<file path="src/rtl/serial_byte_receiver_if.sv">
// rtl/serial_byte_receiver_if.sv - serial input and parallel output signal bundle for serial_byte_receiver
interface serial_byte_receiver_if #(
    parameter int DATA_W = 8
);
    logic              i_serial;
    logic              i_valid;
    logic              i_sync;
    logic              i_ready;
    logic              i_clr_ovr;
    logic [DATA_W-1:0] o_data;
    logic              o_valid;
    logic              o_overrun;
    logic              o_busy;

    modport slave (
        input  i_serial,
        input  i_valid,
        input  i_sync,
        input  i_ready,
        input  i_clr_ovr,
        output o_data,
        output o_valid,
        output o_overrun,
        output o_busy
    );

    modport master (
        output i_serial,
        output i_valid,
        output i_sync,
        output i_ready,
        output i_clr_ovr,
        input  o_data,
        input  o_valid,
        input  o_overrun,
        input  o_busy
    );
endinterface

</file>
<file path="src/rtl/serial_byte_receiver.sv">
// rtl/serial_byte_receiver.sv - MSB-first serial-to-parallel word receiver with holding register and sticky overrun
module serial_byte_receiver #(
    parameter int DATA_W = 8
) (
    input  logic                  i_clk,
    input  logic                  i_rstn,
    serial_byte_receiver_if.slave bus
);
    localparam int CNT_W = $clog2(DATA_W + 1);

    typedef enum logic {IDLE, SHIFT} state_t;

    state_t            state;
    logic [DATA_W-1:0] shreg;
    logic [CNT_W-1:0]  cnt;
    logic [DATA_W-1:0] o_data_r;
    logic              o_valid_r;
    logic              o_overrun_r;
    logic              o_busy_r;

    // The shift register with the current bit appended, used by both partial and completing strobes.
    logic [DATA_W-1:0] shreg_next;
    assign shreg_next = {shreg[DATA_W-2:0], bus.i_serial};

    // Word assembly, holding register handoff and overrun tracking, all registered.
    always_ff @(posedge i_clk) begin
        if (!i_rstn) begin
            state       <= IDLE;
            shreg       <= '0;
            cnt         <= '0;
            o_data_r    <= '0;
            o_valid_r   <= 1'b0;
            o_overrun_r <= 1'b0;
            o_busy_r    <= 1'b0;
        end else begin
            // A consumed word frees the holding register; a completion below may refill it on the same edge.
            if (o_valid_r && bus.i_ready) begin
                o_valid_r <= 1'b0;
            end
            // Clear comes first so a same-edge overrun set overrides it.
            if (bus.i_clr_ovr) begin
                o_overrun_r <= 1'b0;
            end
            if (bus.i_valid) begin
                if (bus.i_sync) begin
                    // Frame start realigns from any state; a partial word is silently abandoned.
                    shreg    <= {{(DATA_W-1){1'b0}}, bus.i_serial};
                    cnt      <= CNT_W'(1);
                    state    <= SHIFT;
                    o_busy_r <= 1'b1;
                end else if (state == SHIFT) begin
                    shreg <= shreg_next;
                    if (cnt == CNT_W'(DATA_W - 1)) begin
                        // Last bit of the word: wrap the counter so the stream continues without resync.
                        cnt <= '0;
                        if (!o_valid_r || bus.i_ready) begin
                            o_data_r  <= shreg_next;
                            o_valid_r <= 1'b1;
                        end else begin
                            o_overrun_r <= 1'b1;
                        end
                    end else begin
                        cnt <= cnt + CNT_W'(1);
                    end
                end
            end
        end
    end

    assign bus.o_data    = o_data_r;
    assign bus.o_valid   = o_valid_r;
    assign bus.o_overrun = o_overrun_r;
    assign bus.o_busy    = o_busy_r;
endmodule

</file>
<file path="src/flat_wrapper.sv">
// flat-port wrapper written by rule: the top's interface ports become plain ports
module serial_byte_receiver_flat 
#(
    parameter int DATA_W = 8
)
  (i_clk, i_rstn, bus_i_serial, bus_i_valid, bus_i_sync, bus_i_ready, bus_i_clr_ovr, bus_o_data, bus_o_valid, bus_o_overrun, bus_o_busy);
  serial_byte_receiver_if #(.DATA_W(DATA_W)) bus_i ();
  input  logic i_clk;
  input  logic i_rstn;
  input wire logic [$bits(bus_i.i_serial)-1:0] bus_i_serial;
  input wire logic [$bits(bus_i.i_valid)-1:0] bus_i_valid;
  input wire logic [$bits(bus_i.i_sync)-1:0] bus_i_sync;
  input wire logic [$bits(bus_i.i_ready)-1:0] bus_i_ready;
  input wire logic [$bits(bus_i.i_clr_ovr)-1:0] bus_i_clr_ovr;
  output wire logic [$bits(bus_i.o_data)-1:0] bus_o_data;
  output wire logic [$bits(bus_i.o_valid)-1:0] bus_o_valid;
  output wire logic [$bits(bus_i.o_overrun)-1:0] bus_o_overrun;
  output wire logic [$bits(bus_i.o_busy)-1:0] bus_o_busy;
  assign bus_i.i_serial = bus_i_serial;
  assign bus_i.i_valid = bus_i_valid;
  assign bus_i.i_sync = bus_i_sync;
  assign bus_i.i_ready = bus_i_ready;
  assign bus_i.i_clr_ovr = bus_i_clr_ovr;
  assign bus_o_data = bus_i.o_data;
  assign bus_o_valid = bus_i.o_valid;
  assign bus_o_overrun = bus_i.o_overrun;
  assign bus_o_busy = bus_i.o_busy;
  serial_byte_receiver #(.DATA_W(DATA_W)) u_core (.i_clk(i_clk), .i_rstn(i_rstn), .bus(bus_i));
endmodule
</file>
<file path="config.mk">
export PLATFORM = sky130hd
export DESIGN_NAME = serial_byte_receiver_flat
export DESIGN_NICKNAME = d
export VERILOG_FILES = /design/src/rtl/serial_byte_receiver_if.sv /design/src/rtl/serial_byte_receiver.sv /design/src/flat_wrapper.sv
export SDC_FILE = /design/constraint.sdc
export NUM_CORES = 1
export LEC_CHECK = 0
export ABC_AREA = 1
export BUFFER_PORTS_ARGS = -buffer_cell sky130_fd_sc_hd__buf_2
export CAP_MARGIN = 10
export CORE_MARGIN = 2
export CORE_UTILIZATION = 40
export CTS_CLUSTER_SIZE = 40
export DETAILED_ROUTE_END_ITERATION = 10
export GPL_TIMING_DRIVEN = 0
export PLACE_DENSITY = 0.57
export SETUP_SLACK_MARGIN = 0.3
export SLEW_MARGIN = 30
export SYNTH_ARGS = -nofsm -noshare
export SYNTH_HDL_FRONTEND = slang
export SYNTH_SLANG_ARGS = --single-unit
</file>
<file path="constraint.sdc">
create_clock -name i_clk -period 1.7 [get_ports i_clk]
set_input_delay 0.255 -clock i_clk [delete_from_list [all_inputs] [get_ports i_clk]]
set_output_delay 0.255 -clock i_clk [all_outputs]
set_load 0.02 [all_outputs]
</file>
# ---- Word-level counts from Yosys, hierarchy flattened
# Cells that the tools add are included.
dict set report word_totals {
  out_inout_bits 11
  in_bits 7
  register_bits 22
  wordCells 33
}
dict set report op_classes {
  mux 17
  n_bitwise 1
  addsub 1
  n_eq_ne 1
  reduce_logical 7
}
# cell n
set ops {}
lappend ops {{$mux 7} 2}
lappend ops {{$mux 1} 12}
lappend ops {{$mux 4} 3}
lappend ops {{$reduce_and 5->1} 1}
lappend ops {{$add 4x1->4 const B} 1}
lappend ops {{$eq 4x3->1 const B} 1}
lappend ops {{$reduce_and 2->1} 2}
lappend ops {{$reduce_bool 2->1} 1}
lappend ops {{$logic_and 1x1->1} 1}
lappend ops {{$logic_not 1->1} 1}
lappend ops {{$logic_or 1x1->1} 1}
lappend ops {{$not 1->1} 1}

# ---- Longest topological paths before layout
# Gate-level depths: netlist of run 1.
dict set report depth {
  depth_word 7
  depth_mapped 7
  depth_no_buf 7
}

# ---- Worst setup path after synthesis of run 1
# Ideal clock, no wire load.
dict set report synth_path {
  kind {reg2reg}
  from {register u_core.cnt[0]}
  to {register u_core.o_data_r[0], in the netlist u_core.bus.o_data[0]}
  setup_ns 0.110
  stages_incl_launch_ff 8
  period_less_slack_ns 1.194
  path_slack_ns 0.506
  arrival_ns 1.084
  required_ns 1.590
  path_buffers 1
  path_cell_list {dfxtp_1 ha_1 nand2_2 nor2_4 buf_6 nand4_1 nand2_1 nor2_1}
}
dict set report synth_via {
  elab_chain_cells 2
}
# element line
set synth_rtl {}
lappend synth_rtl {{start: declaration} serial_byte_receiver.sv:15} ;# logic [CNT_W-1:0] cnt;
lappend synth_rtl {{start signal: assignment} serial_byte_receiver.sv:63} ;# cnt <= cnt + CNT_W'(1);
lappend synth_rtl {{$eq 4x3->1} serial_byte_receiver.sv:53} ;# if (cnt == CNT_W'(DATA_W - 1)) begin
lappend synth_rtl {{$reduce_and 5->1 (no line)} -}
lappend synth_rtl {{end signal: assignment} serial_byte_receiver.sv:57} ;# o_data_r <= shreg_next;
lappend synth_rtl {{end: declaration} serial_byte_receiver.sv:16} ;# logic [DATA_W-1:0] o_data_r;
# Every way passes these cells.
# A chain may end at the register's enable or synchronous reset.

# ---- Final worst setup path of run 1
dict set report layout_path {
  from {register u_core.cnt[1]}
  to {register u_core.o_data_r[0], in the netlist u_core.bus.o_data[0]}
}
# Same word-level chain as after synthesis.

==> results_dict.tcl, run 1 <==
set metrics [dict create \
    clock_latency_ns 0.32 \
    cts_tree "yes" \
    crit_cells 7 \
    switching_share_pct 24.3 \
    rsz0062_at_grt "false" \
    synth_top_area_share_pct 40.3 \
    initial_core_util_pct 43.0 \
    syn_to_final_growth_pct 19.2 \
    layout_common_cells "nand2_1 (33), inv_1 (29), dfxtp_1 (20)" \
    post-dp-hpwl_mm 1.44 \
    clk_pin_slew_worst_paths_ns 0.13 \
    power-per-cell-area_mw_per_mm2 687 \
    wl_mm 2.06 \
    row_count 18 \
    worstRegToRegCells 7 \
    period_share_pct 73.6 \
    status "complete, no violations" \
    crit_slowest_cell "dfxtp_2" \
    tns_ns 0 \
    setup_ws_ns 0.449 \
    cp_top_family "simple AND/OR/NAND/NOR gates" \
    startpoint "u_core.cnt[1]" \
    syn-cell-area_mm2 0.00109 \
    cts_root_buf "clkbuf_4" \
    vdd_drop_max_uv 585 \
    diodes 0 \
    relSlewSlack_pct 73.7 \
    die_w_um 56.3 \
    first_pass_iters 4 \
    wire_per_inst_um 10.3 \
    drive_gt1_share_pct 34.1 \
    syn_nets 153 \
    path_cells "ha_4 > nand2_2 > nor2_4 > buf_6 > nand4_1 > nand2_1 > nor2_1" \
    fillCellCount 280 \
    first_global_vias 812 \
    hp-class "input pin to flip-flop" \
    grt_start_max_net_pins 13 \
    ios 18 \
    cp-end-kind "flip-flop" \
    worst-path-buf-inv 1 \
    final_max_slew_viol_count 0 \
    dieArea_mm2 0.00317 \
    cts_hold_buf 0 \
    clk_path_buf_depth 2 \
    cp.arrival_ns 1.48 \
    switchingPower_uw 218 \
    r2r-start "u_core.cnt[1]" \
    antenna_found_initial 0 \
    htreeDepth 1 \
    yosys.area.top_type "dfxtp_1" \
    period_needed_ns 1.25 \
    worstPathRequired_ns 1.93 \
    drt_iter0_markers 22 \
    crit_fanout 5 \
    vias 873 \
    yosysWarnings 0 \
    numPortBuffers 17 \
    post-place-ws_ns 0.370 \
    fin_worst_skew_ns 0.00826 \
    max_freq_mhz 800 \
    cp_slowest_stage_delay_ns 0.38 \
    worstMarginPinSlew_ns 0.395 \
    syn_inst 145 \
    layout.nets 179 \
    hold_viol 0 \
    setup_viol 0 \
    place.gp.congestion 0.717 \
    synth_area_leaders "dfxtp_1 (40%), nand2_1 (11%), inv_1 (10%), a21oi_2 (8.0%), nand2_2 (5.7%)" \
    layout_commonest_cell "nand2_1" \
    r2r_slack_ns 0.45 \
    ys_types 20 \
    ys_seq_area_share_pct 40.3 \
    crit_type "flip-flop to flip-flop" \
    grt.overflow.total 0 \
    seqPwrFrac_pct 59.0 \
    worst_setup_path_start_kind "flip-flop" \
    p_leak_uw 0.000588 \
    die_h_um 56.3 \
    clock-sinks 22 \
    synth_area_per_cell_um2 7.54 \
    drcViolationCount 0 \
    clockPowerShare_pct 33.3 \
    core_mm2 0.00254 \
    grt_pass1_wl_mm 3.68 \
    p_int_uw 678 \
    final_core_util_pct 51.2 \
    pwr-share-comb_pct 7.7 \
    drv_cap 0 \
    drtAntennaViolNets 0 \
    numCtsBuffers 3 \
    synth_seq_cells 22 \
    min_from "i_rstn" \
    viasPerCell 4.37 \
    hold_depth 3 \
    track_usage_pct 14.8 \
]
[what timing repair did]
item                       in CTS  in global routing
resized for setup               0                  8
buffers inserted                0                  3
setup endpoints to repair       0                 11
[metal layers]
metal	track usage, %	vias up	wire [um]
li1	-	494	-
met1	19.7	363	969
met2	23.0	14	982
met3	4.84	2	88
met4	4.08	0	19
met5	0	-	0
[worst reg2reg max path: cells and delay by family (launching register included)]
family	cells	cell delay (ns)
and+or+nand+nor	5	0.48
DFF	1	0.38
buffers and inverters	1	0.16
adders and majority gates	1	0.14
[power groups by stage]
| stage | logic (uW) | clock network [uW] | registers [uW] |
|---|---|---|---|
| after floorplan | 40.5 | 0 | 541 |
| after global placement | 62.5 | 0 | 540 |
| after detailed placement | 63.6 | 0 | 540 |
| after CTS | 63.9 | 313 | 529 |
| after global routing | 79.1 | 333 | 530 |
| final | 69.1 | 298 | 529 |
[path summary, 6_finish.rpt]
check / endpoint
max: u_core.bus.o_data[0]
min: u_core.cnt[1]
max reg2reg: u_core.bus.o_data[0]
min reg2reg: u_core.shreg[6]
[synthesized netlist by cell type (all sizes together)]
cell type,count
nand3,3
inv,31
nor2,14
buf,4
ha,1
nand4,9
dfxtp,22
a21oi,13
nand2,43
nand3b,1
clkbuf,1
o21ai,3
[kinds of logic after synthesis]
| family | count (synthesis) | share of synthesized area, % |
|---|---|---|
| buf+inv | 36 | 14.3 |
| fa+ha+maj | 1 | 1.14 |
| flops | 22 | 40.3 |
| compound gates | 16 | 10.8 |
| simple gates | 70 | 33.5 |
[area by class of cell]
cell class | count | area [um^2] | share of cell area, %
clock buffers | 4 | 36.3 | 2.78
repair buffers | 21 | 119 | 9.12
flip-flops and latches | 22 | 445 | 34.2
plain buffers | 5 | 40.0 | 3.07
well taps | 30 | 37.5 | 2.88
inverters | 31 | 116 | 8.93
multi-input cells | 87 | 509 | 39.1
[sequential cells by signal, indices dropped and copies added (netlist names)]
signal / cells
u_core.bus.o_data: 8
u_core.bus.o_overrun: 1
u_core.bus.o_valid: 1
u_core.cnt: 4
u_core.shreg: 7
u_core.state: 1
[metrics by stage]
step | area, um^2 | hold WS, ns | instances | power, uW
2_1_floorplan | 1090 | 0.390 | 145 | 581
3_3_place_gp | 1220 | 0.462 | 192 | 602
3_5_place_dp | 1220 | 0.460 | 192 | 604
4_1_cts | 1250 | 0.176 | 196 | 906
5_1_grt | 1300 | 0.169 | 200 | 942
6_report | 1300 | 0.172 | 200 | 896
Power figures use the tool's default switching activity.
==> run 2: changes to the inputs <==
==> constraint.sdc (replaced) <==
create_clock -name i_clk -period 1.27 [get_ports i_clk]
set_input_delay 0.1905 -clock i_clk [delete_from_list [all_inputs] [get_ports i_clk]]
set_output_delay 0.1905 -clock i_clk [all_outputs]
set_load 0.02 [all_outputs]
==> run 2 against run 1 <==
Against the previous run:
- maximum frequency rose by 4.1%
- global-route usage rose by 1.8 points
- worst setup slack got worse by 0.38 ns
- largest power group unchanged
- combinational power rose by 110%
- highest routed layer unchanged
- critical path type unchanged
==> results_dict.tcl, run 2 (synthesized netlist as in run 1, its figures left out) <==
set metrics [dict create \
    status "complete, no violations" \
    rsz0062_at_grt "true" \
    cp-end-kind "flip-flop" \
    grt_pass1_wl_mm 4.20 \
    largest_reg_flops 8 \
    p_leak_uw 0.000748 \
    drive_gt1_share_pct 49.4 \
    drcViolationCount 0 \
    crit_fanout 5 \
    r2r-start "u_core.cnt[0]" \
    endpoint "u_core.bus.o_data[0]" \
    worst_setup_path_start_kind "flip-flop" \
    setup_viol 0 \
    period_share_pct 94.6 \
    syn_to_final_growth_pct 44.6 \
    track_usage_pct 16.6 \
    ios 18 \
    htreeDepth 1 \
    fin_cells 210 \
    switchingPower_uw 314 \
    post-dp-hpwl_mm 1.52 \
    switching_share_pct 26.3 \
    vias 988 \
    first_global_vias 950 \
    p_int_uw 878 \
    die_h_um 56.3 \
    hold_viol 0 \
    diodes 0 \
    layout_common_cells "inv_1 (28), nand2_1 (26), buf_6 (14)" \
    clockPowerShare_pct 28.5 \
    placedCellCount 192 \
    grt_start_max_net_pins 13 \
    numPortBuffers 17 \
    dieArea_mm2 0.00317 \
    grt.overflow.total 0 \
    drt_iter0_markers 22 \
    final_max_slew_viol_count 0 \
    clk_pin_slew_worst_paths_ns 0.13 \
    initial_core_util_pct 43.0 \
    fin_worst_skew_ns 0.00325 \
    r2r_slack_ns 0.07 \
    antenna_found_initial 0 \
    worstPathRequired_ns 1.49 \
    clk_path_buf_depth 2 \
    vdd_drop_max_uv 640 \
    max_freq_mhz 832 \
    relSlewSlack_pct 72.9 \
    fillCellCount 230 \
    pwr-share-comb_pct 12.1 \
    startpoint "u_core.cnt[0]" \
    die_w_um 56.3 \
    r2r_end "u_core.bus.o_data[0]" \
    final_core_util_pct 62.1 \
    cts_hold_buf 0 \
    core_mm2 0.00254 \
    clock-sinks 22 \
    period_needed_ns 1.20 \
    drv_cap 0 \
    wl_mm 2.41 \
    tns_ns 0 \
    layout.nets 189 \
    power-per-cell-area_mw_per_mm2 753 \
    viasPerCell 4.70 \
    first_pass_iters 6 \
    place.gp.congestion 0.753 \
    seq_area_um2 464 \
    worstRegToRegCells 7 \
    worstMarginPinSlew_ns 0.407 \
    layout_commonest_cell "inv_1" \
    seqPwrFrac_pct 59.4 \
    clock_latency_ns 0.31 \
    row_count 18 \
    numCtsBuffers 3 \
    cts_tree "yes" \
    crit_type "flip-flop to flip-flop" \
    cts_root_buf "clkbuf_4" \
    wire_per_inst_um 11.5 \
    drtAntennaViolNets 0 \
    multi_input_area_um2 608 \
    cp.arrival_ns 1.42 \
    hp-class "input pin to flip-flop" \
]
run 2: changes by cell type in the layout (fill, tap and decap cells not counted), sizes merged:
cell      delta
clkbuf       +1
nor2         +1
buf          +7
clkinvlp     +1
run 2: power groups by stage:
stage / combinational [uW] / clock (uW) / sequential (uW)
2_1_floorplan: 56.7 / 0 / 726
3_3_place_gp: 87.2 / 0 / 725
6_report: 144 / 339 / 708
4_1_cts: 136 / 353 / 707
5_1_grt: 156 / 378 / 709
3_5_place_dp: 88.5 / 0 / 726
run 2: repair_timing:
| action | 4_1_cts | 5_1_grt |
|---|---|---|
| setup buffers | 9 | 1 |
| gates resized for setup | 50 | 14 |
| endpoints found under the setup margin | 31 | 32 |
| gates cloned | 4 | 0 |
| pin swaps | 4 | 6 |
| endpoints found under the hold margin | 0 | 0 |
run 2: critical path, stage by stage, from the launching register on:
cell and delay, ns:
dfxtp_4 0.38, ha_4 0.14, nand2_4 0.06, nor2_4 0.17
buf_6 0.17, nand4_1 0.09, nand2_1 0.07, nor2_1 0.04
run 2: layout make-up:
type,count,area share [%]
Sequential cell,22,29.4
Multi-Input combinational cell,88,38.4
Buffer,5,2.85
Timing Repair Buffer,29,17.0
Tap cell,30,2.37
Clock buffer,4,1.66
Inverter,31,7.83
Timing Repair inverter,1,0.475
run 2: worst min path at each step:
stage                   from                   end  slack [ns]  cells past startpoint
2_1_floorplan         i_rstn         u_core.cnt[1]        0.32                      2
3_3_place_gp   bus_i_clr_ovr  u_core.bus.o_overrun        0.45                      4
3_5_place_dp   bus_i_clr_ovr  u_core.bus.o_overrun        0.46                      4
4_1_cts               i_rstn         u_core.cnt[1]        0.12                      3
5_1_grt               i_rstn         u_core.cnt[1]        0.12                      3
6_report        bus_i_serial       u_core.shreg[0]        0.13                      3
run 2: metrics by stage:
stage | power [uW] | instance area, um^2 | hold WS, ns | setup WS [ns]
CTS | 1200 | 1530 | 0.122 | 0.0751
detailed placement | 814 | 1240 | 0.458 | -0.00790
global route | 1240 | 1580 | 0.118 | -0.00708
floorplan | 783 | 1120 | 0.318 | 0.122
global placement | 813 | 1240 | 0.449 | 0.0106
finish | 1190 | 1580 | 0.128 | 0.0682
run 2: per-layer routing:
layer,global-route usage (%),routed length [um],up-vias
met5,0,0,-
met4,5.10,29,0
met3,2.07,56,4
met2,27.7,1160,15
met1,22.4,1160,457
li1,-,-,512
==> run 3: changes to the inputs <==
--- a/config.mk
+++ b/config.mk
@@ -5,7 +5,6 @@
 export SDC_FILE = /design/constraint.sdc
 export NUM_CORES = 1
 export LEC_CHECK = 0
-export ABC_AREA = 1
 export BUFFER_PORTS_ARGS = -buffer_cell sky130_fd_sc_hd__buf_2
 export CAP_MARGIN = 10
 export CORE_MARGIN = 2
@@ -13,7 +12,7 @@
 export CTS_CLUSTER_SIZE = 40
 export DETAILED_ROUTE_END_ITERATION = 10
 export GPL_TIMING_DRIVEN = 0
-export PLACE_DENSITY = 0.57
+export PLACE_DENSITY = 0.58
 export SETUP_SLACK_MARGIN = 0.3
 export SLEW_MARGIN = 30
 export SYNTH_ARGS = -nofsm -noshare
==> run 3 against run 2 <==
Against the previous run:
- the flow now finishes with violations (setup timing)
- register-to-register slack got worse by 0.08 ns
- maximum frequency fell by 6.4%
- utilization rose by 1.5 points
- worst hold slack got worse by 0.0044 ns
- power rose by 8.1%
- critical endpoint is now u_core.bus.o_data[2]
- largest cell class unchanged
- largest power group unchanged
- highest routed layer unchanged
==> results_dict.tcl, run 3 <==
set metrics [dict create \
    worst_setup_path_start_kind "flip-flop" \
    startpoint "u_core.cnt[1]" \
    clock-sinks 22 \
    clk_pin_slew_worst_paths_ns 0.13 \
    htreeDepth 1 \
    hp-class "input pin to flip-flop" \
    rsz0062_at_grt "true" \
    place.gp.congestion 0.668 \
    synth_top_area_share_pct 48.6 \
    synth_area_per_cell_um2 9.65 \
    ys_types 24 \
    yosysWarnings 0 \
    dieArea_mm2 0.00266 \
    power-per-cell-area_mw_per_mm2 932 \
    grt_pass1_wl_mm 3.32 \
    r2r_end "u_core.bus.o_data[2]" \
    drive_gt1_share_pct 48.4 \
    grt_start_max_net_pins 14 \
    synth_edf_count 0 \
    cp_slowest_stage_delay_ns 0.37 \
    final_core_util_pct 63.7 \
    die_h_um 51.6 \
    numPortBuffers 17 \
    period_needed_ns 1.28 \
    core_mm2 0.00217 \
    tns_ns -0.0318 \
    layout.nets 137 \
    setup_viol 3 \
    setup_ws_ns -0.0144 \
    layout_common_cells "nand2_1 (19), buf_6 (13), dfxtp_2 (11)" \
    max_freq_mhz 779 \
    viasPerCell 5.01 \
    clk_path_buf_depth 2 \
    worstRegToRegCells 5 \
    grt.overflow.total 0 \
    fin_hold_ws_ns 0.124 \
    ys.flop_type "dfxtp_1" \
    post-dp-hpwl_mm 1.24 \
    p_leak_uw 0.000525 \
    yosysMostFrequentCell "dfxtp_1" \
    track_usage_pct 17.0 \
    crit_type "flip-flop to flip-flop" \
    largest_reg_flops 8 \
    syn-cell-area_um2 907 \
    ios 18 \
    synth.top_cells.by_count "dfxtp_1 (22), nand2_1 (20), nor2b_1 (10)" \
    row_count 17 \
    hold_viol 0 \
    clock_latency_ns 0.31 \
    syn_nets 102 \
    crit_slowest_cell "dfxtp_2" \
    ys_async_sr_fraction_pct 0 \
    layout_commonest_cell "nand2_1" \
    first_pass_iters 3 \
    power.total_uw 1290 \
    grt_util_met2_pct 29.9 \
    worstMarginPinSlew_ns 0.461 \
    die_w_um 51.6 \
    vias 782 \
    endpoint "u_core.bus.o_data[2]" \
    cts_tree "yes" \
    final_max_slew_viol_count 0 \
    path_cells "ha_4 > nand3b_1 > nor3_4 > buf_12 > mux2i_1" \
    r2r_slack_ns -0.01 \
    wl_mm 2.06 \
    drv_cap 0 \
    first_global_vias 734 \
    wire_per_inst_um 13.2 \
    met3_usage_pct 2.59 \
    drcViolationCount 0 \
    crit_fanout 8 \
    use_met1_pct 21.4 \
    worstPathRequired_ns 1.51 \
    period_share_pct 101 \
    cts_root_buf "clkbuf_4" \
    violations "setup timing" \
    status "finished with violations" \
    r2r-start "u_core.cnt[1]" \
    ys_seq_area_share_pct 48.6 \
    yosys.area.top_type "dfxtp_1" \
    synth_seq_cells 22 \
    syn_to_final_growth_pct 52.3 \
    fin_worst_skew_ns 0.00818 \
    syn_inst 94 \
    drtAntennaViolNets 0 \
    diodes 0 \
    drt_iter0_markers 6 \
    grt_busiest_layer "met2" \
    cp-end-kind "flip-flop" \
    relSlewSlack_pct 69.3 \
    numCtsBuffers 3 \
    cp.arrival_ns 1.53 \
    synth_area_leaders "dfxtp_1 (49%), mux2i_1 (8.8%), nand2_1 (8.3%), nor2b_1 (6.9%), a22oi_1 (5.8%)" \
    initial_core_util_pct 41.8 \
    antenna_found_initial 0 \
    vdd_drop_max_uv 546 \
]
-- run 3: cell types whose count changed in the layout (fill, tap and decap cells not counted), moves of 6 or more --
cell,previous run,this run
nand4_1,9,0
nand2_4,6,0
nor2_1,9,1
nand2_2,9,1
inv_1,28,0
nor2b_1,0,9
mux2i_1,0,8
nand2_1,26,19
a22oi_2,0,7
a21oi_2,10,0
-- run 3: logic make-up (layout without fill, tap and decap cells) --
family | count (synthesis) | count (layout) | share of synthesized area, %
fa+ha+maj | 1 | 1 | 1.38
flops | 22 | 22 | 48.6
buf+inv | 4 | 38 | 1.79
simple gates | 40 | 40 | 25.2
mux | 8 | 8 | 8.83
compound gates | 19 | 19 | 14.2
-- run 3: what timing repair did --
item,in CTS,in global routing
pin swaps,3,0
setup buffers,7,4
hold buffers,0,0
endpoints found under the setup margin,32,32
gates cloned,2,0
gates resized for setup,36,4
-- run 3: worst min path at each step --
| stage | start | endpoint | cells after the start |
|---|---|---|---|
| final | bus_i_serial | u_core.shreg[0] | 3 |
| after global routing | bus_i_serial | u_core.shreg[0] | 3 |
| after CTS | bus_i_serial | u_core.shreg[0] | 3 |
| after detailed placement | u_core.bus.o_data[7] | u_core.bus.o_data[7] | 2 |
| after global placement | u_core.bus.o_data[1] | u_core.bus.o_data[1] | 2 |
| after floorplan | bus_i_serial | u_core.bus.o_data[0] | 2 |
-- run 3: metrics by stage --
step                      setup WS [ns]  area (um^2)  instances
after detailed placement         -0.337         1100        139
after floorplan                 -0.0929          976         94
after global routing            -0.0999         1380        156
final                           -0.0144         1380        156
after global placement           -0.284         1100        139
after CTS                       -0.0257         1340        152
-- run 3: critical path: cells and delay by family, from the launching register on --
kind	cells	cell delay, ns
adder cells (fa/ha/maj)	1	0.13
buffers and inverters	1	0.16
flip-flops	1	0.37
AND/OR/NAND/NOR	2	0.38
multiplexers	1	0.18
-- run 3: cell type report --
cell class	count	area, um^2
clock buffer	4	47.5
fill	200	788
timing repair buffer	30	298
tap	28	35.0
buffer	4	22.5
sequential	22	458
multi-input combinational	68	520
-- run 3: power by group --
part	switching, uW	leakage [uW]	internal [uW]
clock network	219	0.0000261	240
registers	8.99	0.000184	697
logic	60.3	0.000315	62.4
-- run 3: per-layer routing --
metal	up-vias	wire, um
met2	11	1070
li1	395	-
met3	2	54
met1	374	917
met4	0	14
met5	-	0
